<file path="src/rtl/primitive_rasterizer_if.sv">
// Command and pixel-stream bundle between the command side, the rasterizer
// and the framebuffer writer's pixel FIFO.
interface primitive_rasterizer_if;
  logic               start;
  logic               mode;
  logic signed [15:0] x0;
  logic signed [15:0] y0;
  logic signed [15:0] x1;
  logic signed [15:0] y1;
  logic        [31:0] colour;
  logic               busy;
  logic               done;
  logic        [63:0] pixel_data;
  logic               pixel_data_valid;
  logic               pixel_fifo_full;

  modport master (
    output start, mode, x0, y0, x1, y1, colour, pixel_fifo_full,
    input  busy, done, pixel_data, pixel_data_valid
  );

  modport slave (
    input  start, mode, x0, y0, x1, y1, colour, pixel_fifo_full,
    output busy, done, pixel_data, pixel_data_valid
  );
endinterface

</file>
<file path="src/rtl/primitive_rasterizer.sv">
// Filled-rectangle / Bresenham-line pixel generator feeding the framebuffer
// writer's pixel FIFO; stalls on FIFO full without losing or repeating pixels.
module primitive_rasterizer #(
  parameter int SCREEN_WIDTH  = 640,
  parameter int SCREEN_HEIGHT = 480
) (
  input  logic clock,
  input  logic reset,
  primitive_rasterizer_if.slave bus
);

  localparam logic [2:0] ST_IDLE   = 3'd0;
  localparam logic [2:0] ST_SETUP  = 3'd1;
  localparam logic [2:0] ST_RECT   = 3'd2;
  localparam logic [2:0] ST_LINE   = 3'd3;
  localparam logic [2:0] ST_FINISH = 3'd4;

  typedef logic signed [17:0] coord_t;

  localparam coord_t ZERO   = '0;
  localparam coord_t ONE    = 18'sd1;
  localparam coord_t X_LAST = coord_t'(SCREEN_WIDTH - 1);
  localparam coord_t Y_LAST = coord_t'(SCREEN_HEIGHT - 1);

  logic [2:0]  state;
  logic        mode_q;
  coord_t      x0_q, y0_q, x1_q, y1_q;
  logic [31:0] colour_q;

  coord_t cur_x, cur_y;
  coord_t rect_xa, rect_xb, rect_yb;
  coord_t line_dx, line_dy, line_sx, line_sy, line_err;

  // Setup-time geometry, derived from the latched command.
  coord_t norm_xa, norm_xb, norm_ya, norm_yb;
  coord_t clip_xa, clip_xb, clip_ya, clip_yb;
  logic   rect_empty;
  coord_t setup_dx, setup_dy, setup_sx, setup_sy;

  always_comb begin
    // NOTE: every always_comb output gets a default first so no path can infer a latch.
    norm_xa    = (x0_q < x1_q) ? x0_q : x1_q;
    norm_xb    = (x0_q < x1_q) ? x1_q : x0_q;
    norm_ya    = (y0_q < y1_q) ? y0_q : y1_q;
    norm_yb    = (y0_q < y1_q) ? y1_q : y0_q;
    clip_xa    = (norm_xa < ZERO)   ? ZERO   : norm_xa;
    clip_xb    = (norm_xb > X_LAST) ? X_LAST : norm_xb;
    clip_ya    = (norm_ya < ZERO)   ? ZERO   : norm_ya;
    clip_yb    = (norm_yb > Y_LAST) ? Y_LAST : norm_yb;
    rect_empty = (norm_xb < ZERO) || (norm_yb < ZERO) ||
                 (norm_xa > X_LAST) || (norm_ya > Y_LAST);

    setup_dx = (x1_q >= x0_q) ? (x1_q - x0_q) : (x0_q - x1_q);
    setup_dy = (y1_q >= y0_q) ? (y0_q - y1_q) : (y1_q - y0_q);
    setup_sx = (x0_q < x1_q) ? ONE : -ONE;
    setup_sy = (y0_q < y1_q) ? ONE : -ONE;
  end

  // Per-step line quantities.
  logic   in_screen;
  logic   at_end;
  coord_t e2;
  logic   step_x, step_y;
  coord_t err_next;

  always_comb begin
    in_screen = (cur_x >= ZERO) && (cur_x <= X_LAST) &&
                (cur_y >= ZERO) && (cur_y <= Y_LAST);
    at_end    = (cur_x == x1_q) && (cur_y == y1_q);
    e2        = line_err <<< 1;
    step_x    = (e2 >= line_dy);
    step_y    = (e2 <= line_dx);
    err_next  = line_err + (step_x ? line_dy : ZERO) + (step_y ? line_dx : ZERO);
  end

  logic pixel_valid;
  logic line_advance;

  // Valid is combinational so a full flag raised this cycle blocks this cycle's write.
  assign pixel_valid  = !bus.pixel_fifo_full &&
                        ((state == ST_RECT) || ((state == ST_LINE) && in_screen));
  assign line_advance = (state == ST_LINE) && (!in_screen || !bus.pixel_fifo_full);

  assign bus.pixel_data_valid = pixel_valid;
  assign bus.pixel_data       = {cur_x[15:0], cur_y[15:0], colour_q};
  assign bus.busy             = (state == ST_SETUP) || (state == ST_RECT) || (state == ST_LINE);
  assign bus.done             = (state == ST_FINISH);

  always_ff @(posedge clock or posedge reset) begin
    if (reset) begin
      // NOTE: datapath registers are reset too, because pixel_data must read zero out of reset.
      state    <= ST_IDLE;
      mode_q   <= 1'b0;
      x0_q     <= ZERO;
      y0_q     <= ZERO;
      x1_q     <= ZERO;
      y1_q     <= ZERO;
      colour_q <= '0;
      cur_x    <= ZERO;
      cur_y    <= ZERO;
      rect_xa  <= ZERO;
      rect_xb  <= ZERO;
      rect_yb  <= ZERO;
      line_dx  <= ZERO;
      line_dy  <= ZERO;
      line_sx  <= ZERO;
      line_sy  <= ZERO;
      line_err <= ZERO;
    end else begin
      // NOTE: state registers use non-blocking assignment so every update sees pre-edge values.
      case (state)
        ST_IDLE: begin
          if (bus.start) begin
            mode_q   <= bus.mode;
            x0_q     <= {{2{bus.x0[15]}}, bus.x0};
            y0_q     <= {{2{bus.y0[15]}}, bus.y0};
            x1_q     <= {{2{bus.x1[15]}}, bus.x1};
            y1_q     <= {{2{bus.y1[15]}}, bus.y1};
            colour_q <= bus.colour;
            state    <= ST_SETUP;
          end
        end

        ST_SETUP: begin
          if (mode_q) begin
            cur_x    <= x0_q;
            cur_y    <= y0_q;
            line_dx  <= setup_dx;
            line_dy  <= setup_dy;
            line_sx  <= setup_sx;
            line_sy  <= setup_sy;
            line_err <= setup_dx + setup_dy;
            state    <= ST_LINE;
          end else if (rect_empty) begin
            state <= ST_FINISH;
          end else begin
            cur_x   <= clip_xa;
            cur_y   <= clip_ya;
            rect_xa <= clip_xa;
            rect_xb <= clip_xb;
            rect_yb <= clip_yb;
            state   <= ST_RECT;
          end
        end

        ST_RECT: begin
          if (pixel_valid) begin
            if (cur_x == rect_xb) begin
              if (cur_y == rect_yb) begin
                state <= ST_FINISH;
              end else begin
                cur_x <= rect_xa;
                cur_y <= cur_y + ONE;
              end
            end else begin
              cur_x <= cur_x + ONE;
            end
          end
        end

        ST_LINE: begin
          if (line_advance) begin
            if (at_end) begin
              state <= ST_FINISH;
            end else begin
              line_err <= err_next;
              if (step_x) cur_x <= cur_x + line_sx;
              if (step_y) cur_y <= cur_y + line_sy;
            end
          end
        end

        ST_FINISH: state <= ST_IDLE;

        default: state <= ST_IDLE;
      endcase
    end
  end

endmodule

</file>
<file path="src/flat_wrapper.sv">
// flat-port wrapper written by rule: the top's interface ports become plain ports
module primitive_rasterizer_flat 
#(
  parameter int SCREEN_WIDTH  = 640,
  parameter int SCREEN_HEIGHT = 480
)
  (clock, reset, bus_start, bus_mode, bus_x0, bus_y0, bus_x1, bus_y1, bus_colour, bus_pixel_fifo_full, bus_busy, bus_done, bus_pixel_data, bus_pixel_data_valid);
  primitive_rasterizer_if bus_i ();
  input  logic clock;
  input  logic reset;
  input wire logic [$bits(bus_i.start)-1:0] bus_start;
  input wire logic [$bits(bus_i.mode)-1:0] bus_mode;
  input wire logic [$bits(bus_i.x0)-1:0] bus_x0;
  input wire logic [$bits(bus_i.y0)-1:0] bus_y0;
  input wire logic [$bits(bus_i.x1)-1:0] bus_x1;
  input wire logic [$bits(bus_i.y1)-1:0] bus_y1;
  input wire logic [$bits(bus_i.colour)-1:0] bus_colour;
  input wire logic [$bits(bus_i.pixel_fifo_full)-1:0] bus_pixel_fifo_full;
  output wire logic [$bits(bus_i.busy)-1:0] bus_busy;
  output wire logic [$bits(bus_i.done)-1:0] bus_done;
  output wire logic [$bits(bus_i.pixel_data)-1:0] bus_pixel_data;
  output wire logic [$bits(bus_i.pixel_data_valid)-1:0] bus_pixel_data_valid;
  assign bus_i.start = bus_start;
  assign bus_i.mode = bus_mode;
  assign bus_i.x0 = bus_x0;
  assign bus_i.y0 = bus_y0;
  assign bus_i.x1 = bus_x1;
  assign bus_i.y1 = bus_y1;
  assign bus_i.colour = bus_colour;
  assign bus_i.pixel_fifo_full = bus_pixel_fifo_full;
  assign bus_busy = bus_i.busy;
  assign bus_done = bus_i.done;
  assign bus_pixel_data = bus_i.pixel_data;
  assign bus_pixel_data_valid = bus_i.pixel_data_valid;
  primitive_rasterizer #(.SCREEN_WIDTH(SCREEN_WIDTH), .SCREEN_HEIGHT(SCREEN_HEIGHT)) u_core (.clock(clock), .reset(reset), .bus(bus_i));
endmodule
</file>
<file path="config.mk">
export PLATFORM = sky130hd
export DESIGN_NAME = primitive_rasterizer_flat
export DESIGN_NICKNAME = d
export VERILOG_FILES = /design/src/rtl/primitive_rasterizer_if.sv /design/src/rtl/primitive_rasterizer.sv /design/src/flat_wrapper.sv
export SDC_FILE = /design/constraint.sdc
export NUM_CORES = 1
export LEC_CHECK = 0
export BUFFER_PORTS_ARGS = -buffer_cell sky130_fd_sc_hd__buf_2
export CORE_MARGIN = 4
export CORE_UTILIZATION = 45
export DETAILED_ROUTE_END_ITERATION = 10
export GPL_ROUTABILITY_DRIVEN = 0
export PLACE_DENSITY = 0.71
export SETUP_SLACK_MARGIN = 0.4
export SLEW_MARGIN = 10
export SYNTH_ARGS = -nofsm -noshare
export SYNTH_HDL_FRONTEND = slang
export SYNTH_SLANG_ARGS = --single-unit
</file>
<file path="constraint.sdc">
create_clock -name clock -period 11.7 [get_ports clock]
set_input_delay 2.34 -clock clock [delete_from_list [all_inputs] [get_ports clock]]
set_output_delay 2.34 -clock clock [all_outputs]
set_load 0.1 [all_outputs]
</file>
Word level (Yosys, flattened, before mapping)
Cells that the tools add are included.
Widths: inputs -> output; s select.

cells by class
  add/subtract/negate cells = 11
  $lt $le $gt $ge = 18
  equality and inequality tests = 21
  muxes and demuxes = 45
  bitwise logic cells = 2
  reductions and logical operators = 26

operator list
  operator               count
  $mux 18                33
  $pmux 18 s3            2
  $add 18x18->18         5
  $lt 18x1->1 const B    4
  $sub 16x16->17         4
  $add 18x2->18 const B  2
  $eq 18x16->1           2
  $eq 18x18->1           2
  $ge 18x1->1 const B    2
  $gt 18x10->1 const B   2
  $gt 18x11->1 const B   2
  $pmux 18 s2            1
  $ge 16x16->1           2
  $lt 16x16->1           2
  $mux 3                 8
  $ge 18x18->1           1
  $le 18x10->1 const B   1
  $le 18x11->1 const B   1
  $le 18x18->1           1
  $ne 2x2->1 const B     6
  $pmux 3 s4             1
  $ne 2x1->1 const B     5
  $reduce_and 8->1       1
  $logic_and 1x1->1      7
  other kinds (16)       26

word-level totals
  register bits after elaboration = 280
  input bits = 101
  output and inout port bits = 67
  word-level logic and storage cells = 140

Logic depth before layout (Yosys ltp)
  depth after elaboration = 9
  depth in mapped cells = 25
  depth with buffers taken out = 24

Least setup slack after synthesis
OpenSTA, ideal clock, no wires.

  kind = input port to output port
  start = in bus_pixel_fifo_full
  end = out bus_pixel_data_valid
  arrival time = 3.593 ns
  data required time = 9.360 ns
  slack = 5.767 ns
  stages = 1
  buffers on the path = 0
  cells stage by stage = nor2_1

between the ends
  word-level cells in the longest chain between the ends = 2

ends and longest elaborated chain
  item               RTL line                    text
  from (decl)        flat_wrapper.sv:18          input wire logic [$bits(bus_i.pixel_fifo_full)-1:0] bus_pixel_fifo_full;
  $logic_not 1->1    primitive_rasterizer.sv:80  assign pixel_valid = !bus.pixel_fifo_full &&
  $logic_and 1x1->1  primitive_rasterizer.sv:80
  to (decl)          flat_wrapper.sv:22          output wire logic [$bits(bus_i.pixel_data_valid)-1:0] bus_pixel_data_valid;

No other way between the ends.

Worst setup path in the final report
  start = reg u_core.x1_q[1]
  end = reg u_core.line_err[14]

between the ends
  word-level cells in the longest chain between the ends = 5
  elaborated cells on any way between the ends = 11
  those cells by class = 3 x add/sub; 1 x order compare; 2 x eq/ne; 3 x mux; 2 x reduce/logical

ends and longest elaborated chain
  item                                                   RTL line                     text
  from (decl)                                            primitive_rasterizer.sv:27   coord_t x0_q, y0_q, x1_q, y1_q;
  from (signal assigned)                                 primitive_rasterizer.sv:117  x1_q <= {{2{bus.x1[15]}}, bus.x1};
  $sub 16x16->17 / $ge 16x16->1 (equally long branches)  primitive_rasterizer.sv:53   setup_dx = (x1_q >= x0_q) ? (x1_q - x0_q) : (x0_q - x1_q);
  $mux 18 (*)                                            primitive_rasterizer.sv:53
  named net u_core.setup_dx[5]                           primitive_rasterizer.sv:38   coord_t setup_dx, setup_dy, setup_sx, setup_sy;
  $add 18x18->18 (*)                                     primitive_rasterizer.sv:132  line_err <= setup_dx + setup_dy;
  $mux 18 (*)                                            primitive_rasterizer.sv:125  if (mode_q) begin
  $pmux 18 s2 (*)                                        primitive_rasterizer.sv:111  case (state)
  to (signal assigned)                                   primitive_rasterizer.sv:132
  to (signal assigned)                                   primitive_rasterizer.sv:166  line_err <= err_next;
  to (decl)                                              primitive_rasterizer.sv:32   coord_t line_dx, line_dy, line_sx, line_sy, line_err;

Mark *: on every way through the listed nets, which the timed path passes. The rest lies on a longest branch. The select of a mux whose other input is x is not followed.
A chain may end at the register's enable or synchronous reset.

==> metrics.cfg <==
[status]
status = complete, no violations

[placement]
io_buffers = 167
place_hpwl_um = 43700

[timing]
fmax_mhz = 168
relSlewSlack_pct = 19.0
worst_hold_slack_ps = 479
tns_ps = 0
fin_skew_ps = 15.3
period_minus_slack_ps = 5950
worst_pin_slew_ps = 1200
setup_viol = 0
period_share_pct = 50.8
slew_violations = 0
rsz0062_at_grt = no
hold_viol = 0

[global_routing]
grt_max_degree = 102
grt_pass1_wl_um = 92800
antenna_found_initial = 0
grt_usage_pct = 24.7
grt_pass1_vias = 17200
overflow = 0

[drt]
antenna_left = 0
post_drt_wl_per_cell_um = 20.5
drt_iter0_markers = 1609
drc = 0
drt-total-wl_um = 58400
viasPerCell = 5.98
num_vias = 17000
drt_pass1_iterations = 6

[logic_synthesis]
yosysUniqueCellTypes = 83
syn_nets = 2509
synth_edf_count = 0
ys_seq_elements = 237
yosys_warnings = 0
synth_top_cell_area_share_pct = 31.0
ys_seq_area_share_pct = 31.0
yosys.area.top_type = dfrtp_1
postSynth.asyncResetShare_pct = 100
syn_area_um2 = 19100
synth_area_per_cell_um2 = 8.62
syn_inst = 2217
synthFlopType = dfrtp_1
synth_area_leaders = dfrtp_1 (31%), ha_1 (11%), xnor2_1 (4.7%)

[worst_setup_path]
critPathRequiredTime_ps = 12110
cpMostUsedCell = a21oi_1
worstSetupStartpointType = register
cp_slowest_cell = a2111o_1
cp_num_buf_inv = 2
cp_top_family = compound AO/OA/AOI/OAI gates
crit_chain = inv_1 > ha_1 > and2b_1 > o2111ai_1 > a2111o_1 > a32oi_2 > buf_4 > and2b_1 > a221o_1 > a221oi_2 > o21a_2 > xnor2_1 > ha_1 > o21a_1 > o21ai_0 > a21oi_1 > a31oi_1 > a21oi_1 > a21o_1 > a21oi_1 > xnor2_1 > a211oi_1 > a21oi_1
crit_fanout = 29
crit_path_end_kind = register
slowest_delay_ps = 540
path_class = reg2reg
cp_data_arrival_time_ps = 6360

[clocking]
clockBufferDepth = 3
cts_hold_buffers = 0
cts_resized = 0
clk_pin_slew_ps = 60
cts_setup_buffers = 0
cts_tree = yes
cts_buffers = 30
insertion_delay_ps = 580
ctsRootBufferMaster = clkbuf_16
cts.sinks = 237
cts_htree_levels = 1

[cells_and_area]
fin_util_pct = 50.5
drive_above_1_share_pct = 14.7
area_growth_pct = 10.8
fin_nets = 2577
diodes = 0

[min_path]
hold_class = reg2reg

[floorplan]
coreArea_um2 = 41900
die-area_um2 = 45800
die_w_um = 214
rows = 75
die_height_um = 214
num_io_pins = 168
start_util_pct = 45.6

[job]
drv_cap = 0

## synthesized netlist by cell type, types with 6 or more instances
master	instances
a221oi_1	22
nand3_1	36
mux2_2	69
fa_1	24
nor2b_1	27
a211oi_1	41
a31oi_1	14
ha_1	167
nand2b_1	20
and2_1	29
a21o_1	57
a41oi_1	8
xnor2_1	103
clkbuf_1	69
o21ai_0	147
dfrtp_1	237
nor3_1	29
buf_4	36
nand2_1	208
o21a_1	13
o211ai_1	13
buf_2	35
nor4_1	20
xor2_1	55
o31ai_1	33
or3_1	13
buf_1	8
a22oi_1	7
nand4_1	38
a21oi_1	179
nor2_1	122
inv_1	186
mux2i_1	29
o21bai_1	16
or2_2	6
and3_1	14
## final timing paths
path                                    from                   to  slack (ps)  cells past startpoint
max                           u_core.x1_q[1]  u_core.line_err[14]        5750                     23
min                        u_core.rect_xa[6]    u_core.rect_xa[6]         480                      2
max reg2reg                   u_core.x1_q[1]  u_core.line_err[14]        5750                     23
min reg2reg                u_core.rect_xa[6]    u_core.rect_xa[6]         480                      2
max in group asynchronous              reset      u_core.cur_x[8]        8320                      3
min in group asynchronous              reset   u_core.colour_q[0]        1840                      2
## cell type report
class / instances / area, um^2
clock buffer: 32 / 768
clock inverter: 24 / 338
fill: 3901 / 20800
inverter: 186 / 706
multi-input combinational: 1645 / 11800
sequential: 237 / 5930
tap: 539 / 674
timing repair buffer: 185 / 971
## worst register-to-register path, cell delays in order, from the launching register on
cell	delay (ps)
dfrtp_1	510
inv_1	140
ha_1	360
and2b_1	160
o2111ai_1	170
a2111o_1	540
a32oi_2	240
buf_4	360
and2b_1	250
a221o_1	300
a221oi_2	230
o21a_2	180
xnor2_1	190
ha_1	330
o21a_1	190
o21ai_0	210
a21oi_1	90
a31oi_1	290
a21oi_1	190
a21o_1	200
a21oi_1	160
xnor2_1	90
a211oi_1	310
a21oi_1	80
## state kept, by name (all words and copies together) (netlist names), 17 cells and up
register,flops
u_core.cur_x,18
u_core.line_dy,17
u_core.colour_q,32
u_core.cur_y,18
u_core.line_dx,17
u_core.line_err,17
## routing by layer
| layer | track usage [%] | wire length, um |
|---|---|---|
| met4 | 11.2 | 2930 |
| met5 | 0 | 0 |
| met3 | 4.70 | 4820 |
| met2 | 39.4 | 26200 |
| met1 | 32.8 | 24500 |
## logic make-up (layout without fill, tap and decap cells)
group / Yosys count / count (layout) / share of synthesized area [%]
AND/OR/NAND/NOR: 586 / 586 / 14.7
multiplexers: 99 / 99 / 5.64
adder cells (fa/ha/maj): 191 / 191 / 13.4
flip-flops: 237 / 237 / 31.0
buffers and inverters: 335 / 427 / 7.55
AO/OA/AOI/OAI: 611 / 611 / 20.4
XOR/XNOR: 158 / 158 / 7.24
## placed cells by master, fill, tap and decap left out, types with 14 or more instances in the layout
cell / instances
and3_1: 14
nor4_1: 19
a221oi_1: 22
mux2i_1: 29
inv_1: 185
xnor2_1: 103
xor2_1: 55
o21ai_0: 146
nand4_1: 38
buf_2: 167
ha_1: 167
o31ai_1: 33
nand2_1: 208
a21oi_1: 179
nand2b_1: 20
and2_1: 29
clkbuf_16: 30
dfrtp_1: 237
nand3_1: 35
a31oi_1: 14
fa_1: 24
mux2_2: 69
a21o_1: 57
buf_4: 18
nor3_1: 29
o21bai_1: 15
a211oi_1: 41
nor2b_1: 27
nor2_1: 121
## stage by stage
stage | instances | setup slack, ps | cell area [um^2]
floorplan | 2217 | 2860 | 19100
global placement | 2792 | 6020 | 20100
detailed placement | 2792 | 5890 | 20100
CTS | 2848 | 5820 | 21200
global route | 2848 | 5280 | 21200
finish | 2848 | 5750 | 21200
Power is left out: the tool's default activity adds up to more than one toggle a clock period on the data nets, which glitch-free logic cannot reach.
